===== src/rtl/seq_detect_fsm.sv =====
// Symbol-sequence detector: matches the last SEQ_LEN accepted symbols against a
// loaded pattern, with overlapping/non-overlapping modes and a saturating hit count.

module seq_sym_cmp #(
  parameter int SYM_W = 2
) (
  input  logic [SYM_W-1:0] sym,
  input  logic [SYM_W-1:0] pat,
  output logic             eq
);
  assign eq = (sym == pat);
endmodule

module seq_detect_fsm #(
  parameter int SYM_W   = 2,
  parameter int SEQ_LEN = 3,
  parameter int CNT_W   = 8
) (
  input  logic                     clk_i,
  input  logic                     rst_ni,
  input  logic                     valid_i,
  input  logic [SYM_W-1:0]         control_signal_i,
  input  logic                     load_i,
  input  logic [SEQ_LEN*SYM_W-1:0] pattern_i,
  input  logic                     overlap_i,
  input  logic                     clr_cnt_i,
  output logic [1:0]               result_o,
  output logic                     match_o,
  output logic [CNT_W-1:0]         match_cnt_o,
  output logic                     cnt_sat_o
);
  typedef enum logic [1:0] {UNARMED = 2'd0, FILL = 2'd1, HUNT = 2'd2} state_t;
  localparam int FC_W = $clog2(SEQ_LEN + 1);

  state_t                          state;
  logic [SEQ_LEN-1:0][SYM_W-1:0]   pat, hist, hist_nxt;
  logic [FC_W-1:0]                 fill;
  logic [SEQ_LEN-1:0]              sym_eq;
  logic                            accept, full_nxt, hit;

  // hist[0] is the oldest symbol; new symbols enter at the top index
  assign hist_nxt = {control_signal_i, hist[SEQ_LEN-1:1]};
  assign accept   = valid_i && !load_i && (state != UNARMED);
  assign full_nxt = (state == HUNT) || (fill == FC_W'(SEQ_LEN - 1));

  for (genvar k = 0; k < SEQ_LEN; k++) begin : g_cmp
    seq_sym_cmp #(.SYM_W(SYM_W)) u_cmp (
      .sym (hist_nxt[k]),
      .pat (pat[k]),
      .eq  (sym_eq[k])
    );
  end

  assign hit       = accept && full_nxt && (&sym_eq);
  assign result_o  = state;
  assign cnt_sat_o = &match_cnt_o;

  always_ff @(posedge clk_i or negedge rst_ni) begin
    if (!rst_ni) begin
      state       <= UNARMED;
      pat         <= '0;
      hist        <= '0;
      fill        <= '0;
      match_o     <= 1'b0;
      match_cnt_o <= '0;
    end else begin
      match_o <= hit;
      // clear beats a simultaneous increment
      if (clr_cnt_i)                      match_cnt_o <= '0;
      else if (hit && !(&match_cnt_o))    match_cnt_o <= match_cnt_o + 1'b1;

      if (load_i) begin
        pat   <= pattern_i;
        hist  <= '0;
        fill  <= '0;
        state <= FILL;
      end else if (accept) begin
        if (hit && !overlap_i) begin
          hist  <= '0;
          fill  <= '0;
          state <= FILL;
        end else begin
          hist <= hist_nxt;
          if (state == FILL) fill  <= fill + 1'b1;
          if (full_nxt)      state <= HUNT;
        end
      end
    end
  end
endmodule


===== config.mk =====
export PLATFORM = sky130hd
export DESIGN_NAME = seq_detect_fsm
export DESIGN_NICKNAME = d
export VERILOG_FILES = /design/src/rtl/seq_detect_fsm.sv
export SDC_FILE = /design/constraint.sdc
export NUM_CORES = 1
export LEC_CHECK = 0
export BUFFER_PORTS_ARGS = -buffer_cell sky130_fd_sc_hd__buf_2
export CORE_MARGIN = 5
export CORE_UTILIZATION = 46
export CTS_CLUSTER_SIZE = 20
export DETAILED_ROUTE_END_ITERATION = 8
export PLACE_DENSITY = 0.7
export SLEW_MARGIN = 20
export SYNTH_ARGS = -nofsm -noshare
export SYNTH_HDL_FRONTEND = slang
export SYNTH_SLANG_ARGS = --single-unit

===== constraint.sdc =====
create_clock -name clk_i -period 3.2 [get_ports clk_i]
set_input_delay 0.32 -clock clk_i [delete_from_list [all_inputs] [get_ports clk_i]]
set_output_delay 0.32 -clock clk_i [all_outputs]
set_load 0.03 [all_outputs]

Word-level counts from Yosys, hierarchy flattened --
Index checks and enable logic that the tools add are counted.
Word-level totals: output and inout bits 12, word-level logic and storage cells 49, input port bits 14, flip-flop bits (word level) 23
Cells by class: mux-type cells 13, equal/unequal tests 6, add/subtract/negate cells 2, reductions and logical operators 19
Operators by type and width (number):
- 6-bit 2-to-1 mux | 3
- 2-bit 2-to-1 mux | 8
- 8-bit 2-to-1 mux | 2
- 8-bit by 1-bit adder with 8-bit output, second input constant | 1
- 8-bit AND reduction | 1
- 2-bit == test | 3
- 1-bit logical AND | 6
- 2-bit nonzero test | 3
- 3-bit nonzero test | 2
- 2-bit == test, second input constant | 2
- 2-bit AND reduction | 2
- 1-bit zero test | 3
- 3-bit AND reduction | 1
- 2-bit by 1-bit adder with 2-bit output, second input constant | 1
- 2-bit by 1-bit == test with 1-bit output, second input constant | 1
- 1-bit logical OR | 1

Longest topological paths before layout --
Gate-level depths: netlist of run 1.
depth in word-level cells 9, mapped depth 7, mapped depth without buffers 6

Hierarchy --
A second synthesis of run 1 with hierarchy kept.
Unflattened totals: cells, all modules 113, area total of the unflattened synthesis 1183.6 µm²
By module, submodules not included:
- seq_detect_fsm | seq. area each 575.6 µm², times used 1, cells each 104, area an instance 1119.8 µm²
- seq_sym_cmp | seq. area each 0.0 µm², times used 3, cells each 3, area an instance 21.3 µm²

Worst setup path before layout of run 1 --
OpenSTA, ideal clock, no wires.
kind reg2reg, start register match_cnt_o[0], end register match_cnt_o[2], buffers on the path 1, library setup time 0.132 ns, clock period less this slack 2.355 ns, arrival time 2.223 ns, slack 0.845 ns, stages on the path, launching flop included 8, data required time 3.068 ns, cells stage by stage dfrtp_1 ha_1 nand3_1 nor3_1 or4_1 clkbuf_2 or3_1 a21oi_1
Between the ends: longest elaborated chain between the ends 4, elaborated cells on any way between the ends 7, those cells by class add/sub: 1; mux: 2; reduce/logical: 4
Ends and longest elaborated chain:
- start: declaration | line 29 | output logic [CNT_W-1:0] match_cnt_o,
- start signal: assignment | line 70 | else if (hit && !(&match_cnt_o)) match_cnt_o <= match_cnt_o + 1'b1;
- 8-bit AND reduction
- net cnt_sat_o | line 30 | output logic cnt_sat_o
- 1-bit zero test | line 70
- 1-bit logical AND | line 70
- 2-bit nonzero test (no line)
The timed path passes the listed nets, and every way through them passes these cells. The select of a mux whose other input is x is not followed. A chain may end at the register's enable or synchronous reset.

Worst setup path after layout of run 1 --
start register pat[4] in the netlist's numbering, end register fill[1]
Between the ends: longest elaborated chain between the ends 7, elaborated cells on any way between the ends 9, those cells by class eq/ne: 1; mux: 3; reduce/logical: 5
Ends and longest elaborated chain:
- start: declaration | line 36 | logic [SEQ_LEN-1:0][SYM_W-1:0] pat, hist, hist_nxt;
- start signal: assignment | line 73 | pat <= pattern_i;
- 2-bit == test * | line 11 | assign eq = (sym == pat);
- 3-bit AND reduction * | line 54 | assign hit = accept && full_nxt && (&sym_eq);
- 1-bit logical AND * | line 54
- net hit | line 39 | logic accept, full_nxt, hit;
- 1-bit logical AND * | line 78 | if (hit && !overlap_i) begin
- 2-bit 2-to-1 mux | line 78
- 2-bit 2-to-1 mux | line 77 | end else if (accept) begin
- 2-bit 2-to-1 mux | line 72 | if (load_i) begin
- end signal: assignment | line 84 | if (state == FILL) fill <= fill + 1'b1;
- end: declaration | line 37 | logic [FC_W-1:0] fill;
The timed path passes the listed nets; every way through them passes the cells marked *. The select of a mux whose other input is x is not followed.

==> results.md, run 1 <==
- Clk sinks: 23
- First-pass GRT wire length: ~3.8 mm
- Static Leak: around 0.0006 uW
- Maximum number of pins on one net before global-route repair: 24
- Total Routed Length: roughly 2.2 mm
- Synthesized area per cell: approximately 9.9 sq um
- Crit path kind: reg -> reg
- Reg-to-Reg Start: pat[4]$_DFFE_PN0P_
- Congestion Overflow GR: 0
- I/O Buffers: 25
- Final #Nets: about 160
- R2r setup slk: between 0.9 and 1 ns
- TNS Setup: 0 ns
- Core area: roughly 2400 sq um
- Hold Crit Start: pattern_i[0]
- Crit path from: pat[4]$_DFFE_PN0P_
- GP Congestion: 0.8020
- Clock Skews: about 0.01 ns
- Row cnt: 18
- Total CTS buffers: 3
- Synth-to-layout area growth: 16.15%
- Worst min path class: in -> reg
- Die W: 59.75 microns
- Power Dens Cells: 416.8 nW/um^2
- Crit path capture: fill[1]$_DFFE_PN0P_
- Status: finished clean
- Clk_lat worst skew: 0.30 ns
- Max layer used: met4
- Mapped Area: about 1100 sq um
- Fin. Hold Viols: 0
- Ratio of cells with drive above 1 in the final layout: about 28%
- Reg2reg path depth: 5
- Top FF cell, synth: dfrtp_1
- GRT Total Usage: about 14%
- CP max FO: 8
- Clock buffer depth: 2
- Period utilization: between 70% and 80%
- CP peak stage delay: ~0.52 ns
- DP HPWL: about 1.7 mm
- Leading area contributor after synthesis: dfrtp_1
- DRT iter0 DRCs: 41
- Signal arrival time at the worst endpoint: 2.44 ns
- Clock-pin slew on the worst setup and hold paths: 0.13 ns
- Post-synth cell types: 29
- WL met1: slightly below 1 mm
- Transition time of the tightest slew-check pin: 0.5739 ns
- Post-synthesis sequential area ratio: about half
- CTS tree: done
- Post-detailed-route DRC marker count: 0
- H-tree depth: 1
- Vias/cell: around 5.4
- Filler Cells Inserted: 225
- Met2 routed WL: about 1.1 mm
- Slowest CP cell: nor2b_1
- Critical path cell sequence: xor2_1, or3_4, nor4_1, nor2b_1, o32ai_1
- YS warnings: 0
- Ranking of synthesized cells by instance count: 23 x dfrtp_1, 16 x nand2_1, 10 x o21ai_0
- Placed cell count: 166
- Wire length on met3: about 150 microns
- #FFs+latches synth: 23
- Worst setup EP type: flop
- Asr flop ratio synth: 100.0%
- Worst R2R End: fill[1]$_DFFE_PN0P_
- CTS Root Cell: clkbuf_4
- Maxcap violations: 0
- VDD IR max: 302.1 uV
- Fin crit period: 2.286 ns
- I/O pin count: 26
- Number of flops mapped to enable cells by yosys: 0
- Count leader, synth: dfrtp_1
- Die height: around 60 microns
- Slew Viols, Final: 0
- Initial Utilization: between 40 and 50%
- Die footprint: ~3600 sq um
- Post-route ant nets: 0
- CP startpoint kind: flop
- CP Data Required Time: around 3.4 ns
- Final setup fails: 0
- Syn Nets: about 130
- Ant. Diodes: 0
- Vias in the first global route: just under 900
- Post-synth top area share: roughly half
- Worst slew margin: between 60% and 70%
- Top post-synthesis cells by area: dfrtp_1 51%, mux2_2 5.9%, nand2_1 5.3%
- Max frequency: 0.4374 GHz
- Finished Layout Cells: 171
- Mapped Cells: between 100 and 150
- Initial antenna violation count: 0
- Initial DRT Pass Iterations: 4
- Via count: between 900 and 1000
- Drt wl/cell: between 10 and 15 microns
- Unrepaired setup endpoints after global routing: no
==> state kept, by name, indices dropped and copies added, names as in the netlist <==
| register | flops |
|---|---|
| fill | 2 |
| hist | 4 |
| match_cnt_o | 8 |
| match_o | 1 |
| pat | 6 |
| result_o | 2 |
==> layout make-up <==
class / instances / area [sq um] / area share [%]
sequential: 23 / 575.6 / 43.52
multi-input combinational: 84 / 531.8 / 40.21
timing repair buffer: 26 / 135.1 / 10.22
tap: 30 / 37.54 / 2.838
clock buffer: 3 / 22.52 / 1.703
inverter: 4 / 15.01 / 1.135
clock inverter: 1 / 5.005 / 0.3784
==> stage by stage <==
step / util (%) / hold WS, ns / power, uW / instance area [sq um] / setup slack, ns
2_1_floorplan: - / 0.02441 / 390.7 / 1139 / 0.8446
3_3_place_gp: 52.83 / 0.3205 / 419.5 / 1285 / 0.8453
3_5_place_dp: 52.83 / 0.3268 / 423.2 / 1285 / 0.7758
4_1_cts: 54.37 / 0.2239 / 558.7 / 1323 / 0.9347
5_1_grt: 54.37 / 0.2203 / 584.4 / 1323 / 0.7432
6_report: 54.37 / 0.2309 / 551.3 / 1323 / 0.9140
==> placed cells by master, fill, tap and decap left out, types with 2 or more instances in the layout <==
cell,instances
mux2_2,6
clkbuf_4,3
o32ai_1,2
nand3_1,2
buf_2,25
or3_1,5
a31oi_1,3
or2_2,2
inv_1,4
nor2_1,7
nor3_1,4
nand2_1,16
o21ai_0,10
a21oi_1,6
nor4_1,2
xnor2_1,6
dfrtp_1,23
ha_1,2
nor2b_1,2
==> power breakdown <==
| group | internal [uW] | leakage [uW] | switching, uW |
|---|---|---|---|
| logic | 41.3 | 0.000267 | 49.8 |
| clock network | 46.5 | 0.0000177 | 87.1 |
| registers | 310 | 0.000299 | 16.6 |
==> how the worst min path moves through the flow <==
stage / to / slack, ns / cells past startpoint
finish: pat[0]$_DFFE_PN0P_ / 0.23 / 2
floorplan: fill[0]$_DFFE_PN0P_ / 0.02 / 0
CTS: pat[0]$_DFFE_PN0P_ / 0.22 / 2
global placement: match_cnt_o[3]$_DFFE_PN0P_ / 0.32 / 1
global route: pat[1]$_DFFE_PN0P_ / 0.22 / 2
detailed placement: match_cnt_o[3]$_DFFE_PN0P_ / 0.33 / 1
==> worst max-delay path, delay by kind of cell (launching register included) <==
kind,cells,cell delay [ns]
AOI/OAI and AO/OA,1,0.20
xor gates and xnor gates,1,0.17
DFF,1,0.41
and+or+nand+nor,3,1.37
==> cell families after synthesis <==
group | share of synthesized area [%]
buffers and inverters | 2.746
muxes | 6.813
adders and majority gates | 2.197
DFF | 50.55
xor gates and xnor gates | 5.385
and+or+nand+nor | 19.67
AOI/OAI and AO/OA | 12.64
==> routing by layer <==
metal,track usage (%),vias up
li1,-,457
met1,18.14,430
met2,23.77,32
met3,1.944,2
met4,2.848,0
met5,0,-
==> timing repair <==
action | CTS | global route
resized for setup | 0 | 0
hold buffers | 1 | 0
setup endpoints to repair | 0 | 0
hold endpoints to repair | 23 | 0
setup buffers | 0 | 0
Power figures use the tool's default switching activity.
==> inputs of run 2 (changes only) <==
==> constraint.sdc (replaced) <==
create_clock -name clk_i -period 2.3 [get_ports clk_i]
set_input_delay 0.23 -clock clk_i [delete_from_list [all_inputs] [get_ports clk_i]]
set_output_delay 0.23 -clock clk_i [all_outputs]
set_load 0.03 [all_outputs]
==> results.md, run 2 (synthesized netlist as in run 1, its figures left out) <==
- Die height: 59.75 microns (unchanged)
- Die footprint: 3570 sq um (unchanged)
- Max FFs per register: 8 (unchanged)
- CP Data Required Time: 2.53 ns (-0.83 ns)
- Largest Register: match_cnt_o
- Clk sinks: 23 (unchanged)
- Commonest cells after routing, fill and taps aside: 25 x buf_2, 23 x dfrtp_1, 16 x nand2_1, 10 x o21ai_0, 7 x nor2_1
- Signal arrival time at the worst endpoint: 2.40 ns (-0.04 ns)
- Congestion Overflow GR: 0 (unchanged)
- Max frequency: 0.4613 GHz (+5.4%)
- Clock-pin slew on the worst setup and hold paths: 0.13 ns (about the same)
- Ant. Diodes: 0 (unchanged)
- CP max FO: 10 (+2)
- CP startpoint kind: flop
- GP Congestion: 0.8304 (+3.5%)
- Worst min path class: in -> reg
- Clk_lat worst skew: 0.31 ns (about the same)
- DRT iter0 DRCs: 26 (-37%)
- Ratio of cells with drive above 1 in the final layout: 30.56% (+2.9 points)
- Initial DRT Pass Iterations: 4 (unchanged)
- Initial Utilization: 46.81% (unchanged)
- Worst slew margin: 67.02% (+5.6 points)
- Drt wl/cell: 12.99 microns (-0.98%)
- Unrepaired setup endpoints after global routing: no
- Clock buffer depth: 2 (unchanged)
- Total CTS buffers: 3 (unchanged)
- I/O pin count: 26 (unchanged)
- DP HPWL: 1.791 mm (+4.9%)
- Final #Nets: 161 (+1.9%)
- Placed Area: 1313 sq um (+2.1%)
- CTS tree: done
- Post-route ant nets: 0 (unchanged)
- Fin crit period: 2.168 ns (-0.1180 ns)
- Die W: 59.75 microns (unchanged)
- I/O Buffers: 25 (unchanged)
- Largest registers: match_cnt_o x8, pat x6, hist x4
- Post-detailed-route DRC marker count: 0 (unchanged)
- VDD IR max: 458.2 uV (+52%)
- CTS Root Cell: clkbuf_4
- Period utilization: 94.26% (+23 points)
- Fin. Hold Viols: 0 (unchanged)
- Initial antenna violation count: 0 (unchanged)
- Total Routed Length: 2.260 mm (+0.76%)
- Power Dens Cells: 566.5 nW/um^2 (+36%)
- Slew Viols, Final: 0 (unchanged)
- Transition time of the tightest slew-check pin: 0.4947 ns (-0.07924 ns)
- H-tree depth: 1 (unchanged)
- Maxcap violations: 0 (unchanged)
- Maximum number of pins on one net before global-route repair: 24 (unchanged)
- Commonest non-fill, non-tap cell in the layout: buf_2
- Vias in the first global route: 886 (+0.11%)
- Post-route cell area: 1353 sq um (+2.3%)
- Clock Skews: 0.01101 ns (+0.0009880 ns)
- First-pass GRT wire length: 3.774 mm (-0.89%)
- Crit path kind: reg -> reg
- Via count: 928 (+0.76%)
- Core area: 2432 sq um (unchanged)
- Vias/cell: 5.333 (-0.98%)
- Synth-to-layout area growth: 18.79%
- Worst setup EP type: flop
- Filler Cells Inserted: 221 (-1.8%)
- Status: finished clean
- Static Leak: 0.0005998 uW (+2.7%)
- TNS Setup: 0 ns (unchanged)
- GRT Total Usage: 13.98% (+0.26 points)
- Final setup fails: 0 (unchanged)
- Row cnt: 18 (unchanged)
## run 2: final timing paths
kind	startpoint	endpoint	slack (ns)	cells past startpoint
setup / recovery	pat[4]$_DFFE_PN0P_	match_cnt_o[6]$_DFFE_PN0P_	0.13	5
hold reg to reg	hist[3]$_DFFE_PN0P_	hist[3]$_DFFE_PN0P_	0.52	2
setup reg to reg	pat[4]$_DFFE_PN0P_	match_cnt_o[6]$_DFFE_PN0P_	0.13	5
min in group asynchronous	rst_ni	hist[3]$_DFFE_PN0P_	0.39	2
hold / removal	pattern_i[4]	pat[4]$_DFFE_PN0P_	0.14	2
max in group asynchronous	rst_ni	match_cnt_o[5]$_DFFE_PN0P_	1.56	2
## run 2: area by class of cell
class                      instances  area [sq um]  share of cell area, %
clock buffer                       3         22.52                  1.665
clock inverter                     1         5.005                 0.3700
inverter                           4         15.01                  1.110
multi-input combinational         84         539.3                  39.87
sequential                        23         575.6                  42.55
tap                               30         37.54                  2.775
timing repair buffer              29         157.7                  11.66
## run 2: routing by layer
metal	part of all wire (%)	track usage, %	vias up
li1	-	-	462
met1	43	17.47	435
met2	50	24.07	29
met3	7.0	4.536	2
met4	0.71	1.899	0
met5	0	0	-
## run 2: power breakdown
part	leakage (uW)	total, uW	internal (uW)	switching [uW]
Combinational	0.000283	127	58.2	68.5
Sequential	0.000299	455	431	24.0
Clock	0.0000177	184	65.0	119
Total	0.000600	766	554	212
## run 2: timing repair
action	in CTS	in global routing
endpoints found under the hold margin	23	0
setup buffers	0	0
setup endpoints to repair	0	5
hold buffers	1	0
gates resized for setup	0	1
## run 2: per-stage QoR
stage / setup slack, ns / utilization, % / std cells / hold WS [ns] / power (uW)
6_report: 0.1320 / 55.61 / 174 / 0.1360 / 766.2
5_1_grt: 0.002422 / 55.61 / 174 / 0.1245 / 810.6
4_1_cts: 0.1301 / 55.50 / 174 / 0.1323 / 772.4
3_5_place_dp: 0.1604 / 53.96 / 169 / 0.2236 / 589.5
3_3_place_gp: 0.2277 / 53.96 / 169 / 0.2267 / 583.6
2_1_floorplan: 0.1095 / - / 115 / -0.06559 / 543.6
## run 2: critical path: stages (launching register included)
cell and delay [ns]:
dfrtp_1 0.41, xor2_1 0.16, or3_4 0.33, or4_1 0.67, or3_1 0.36, a21oi_1 0.16
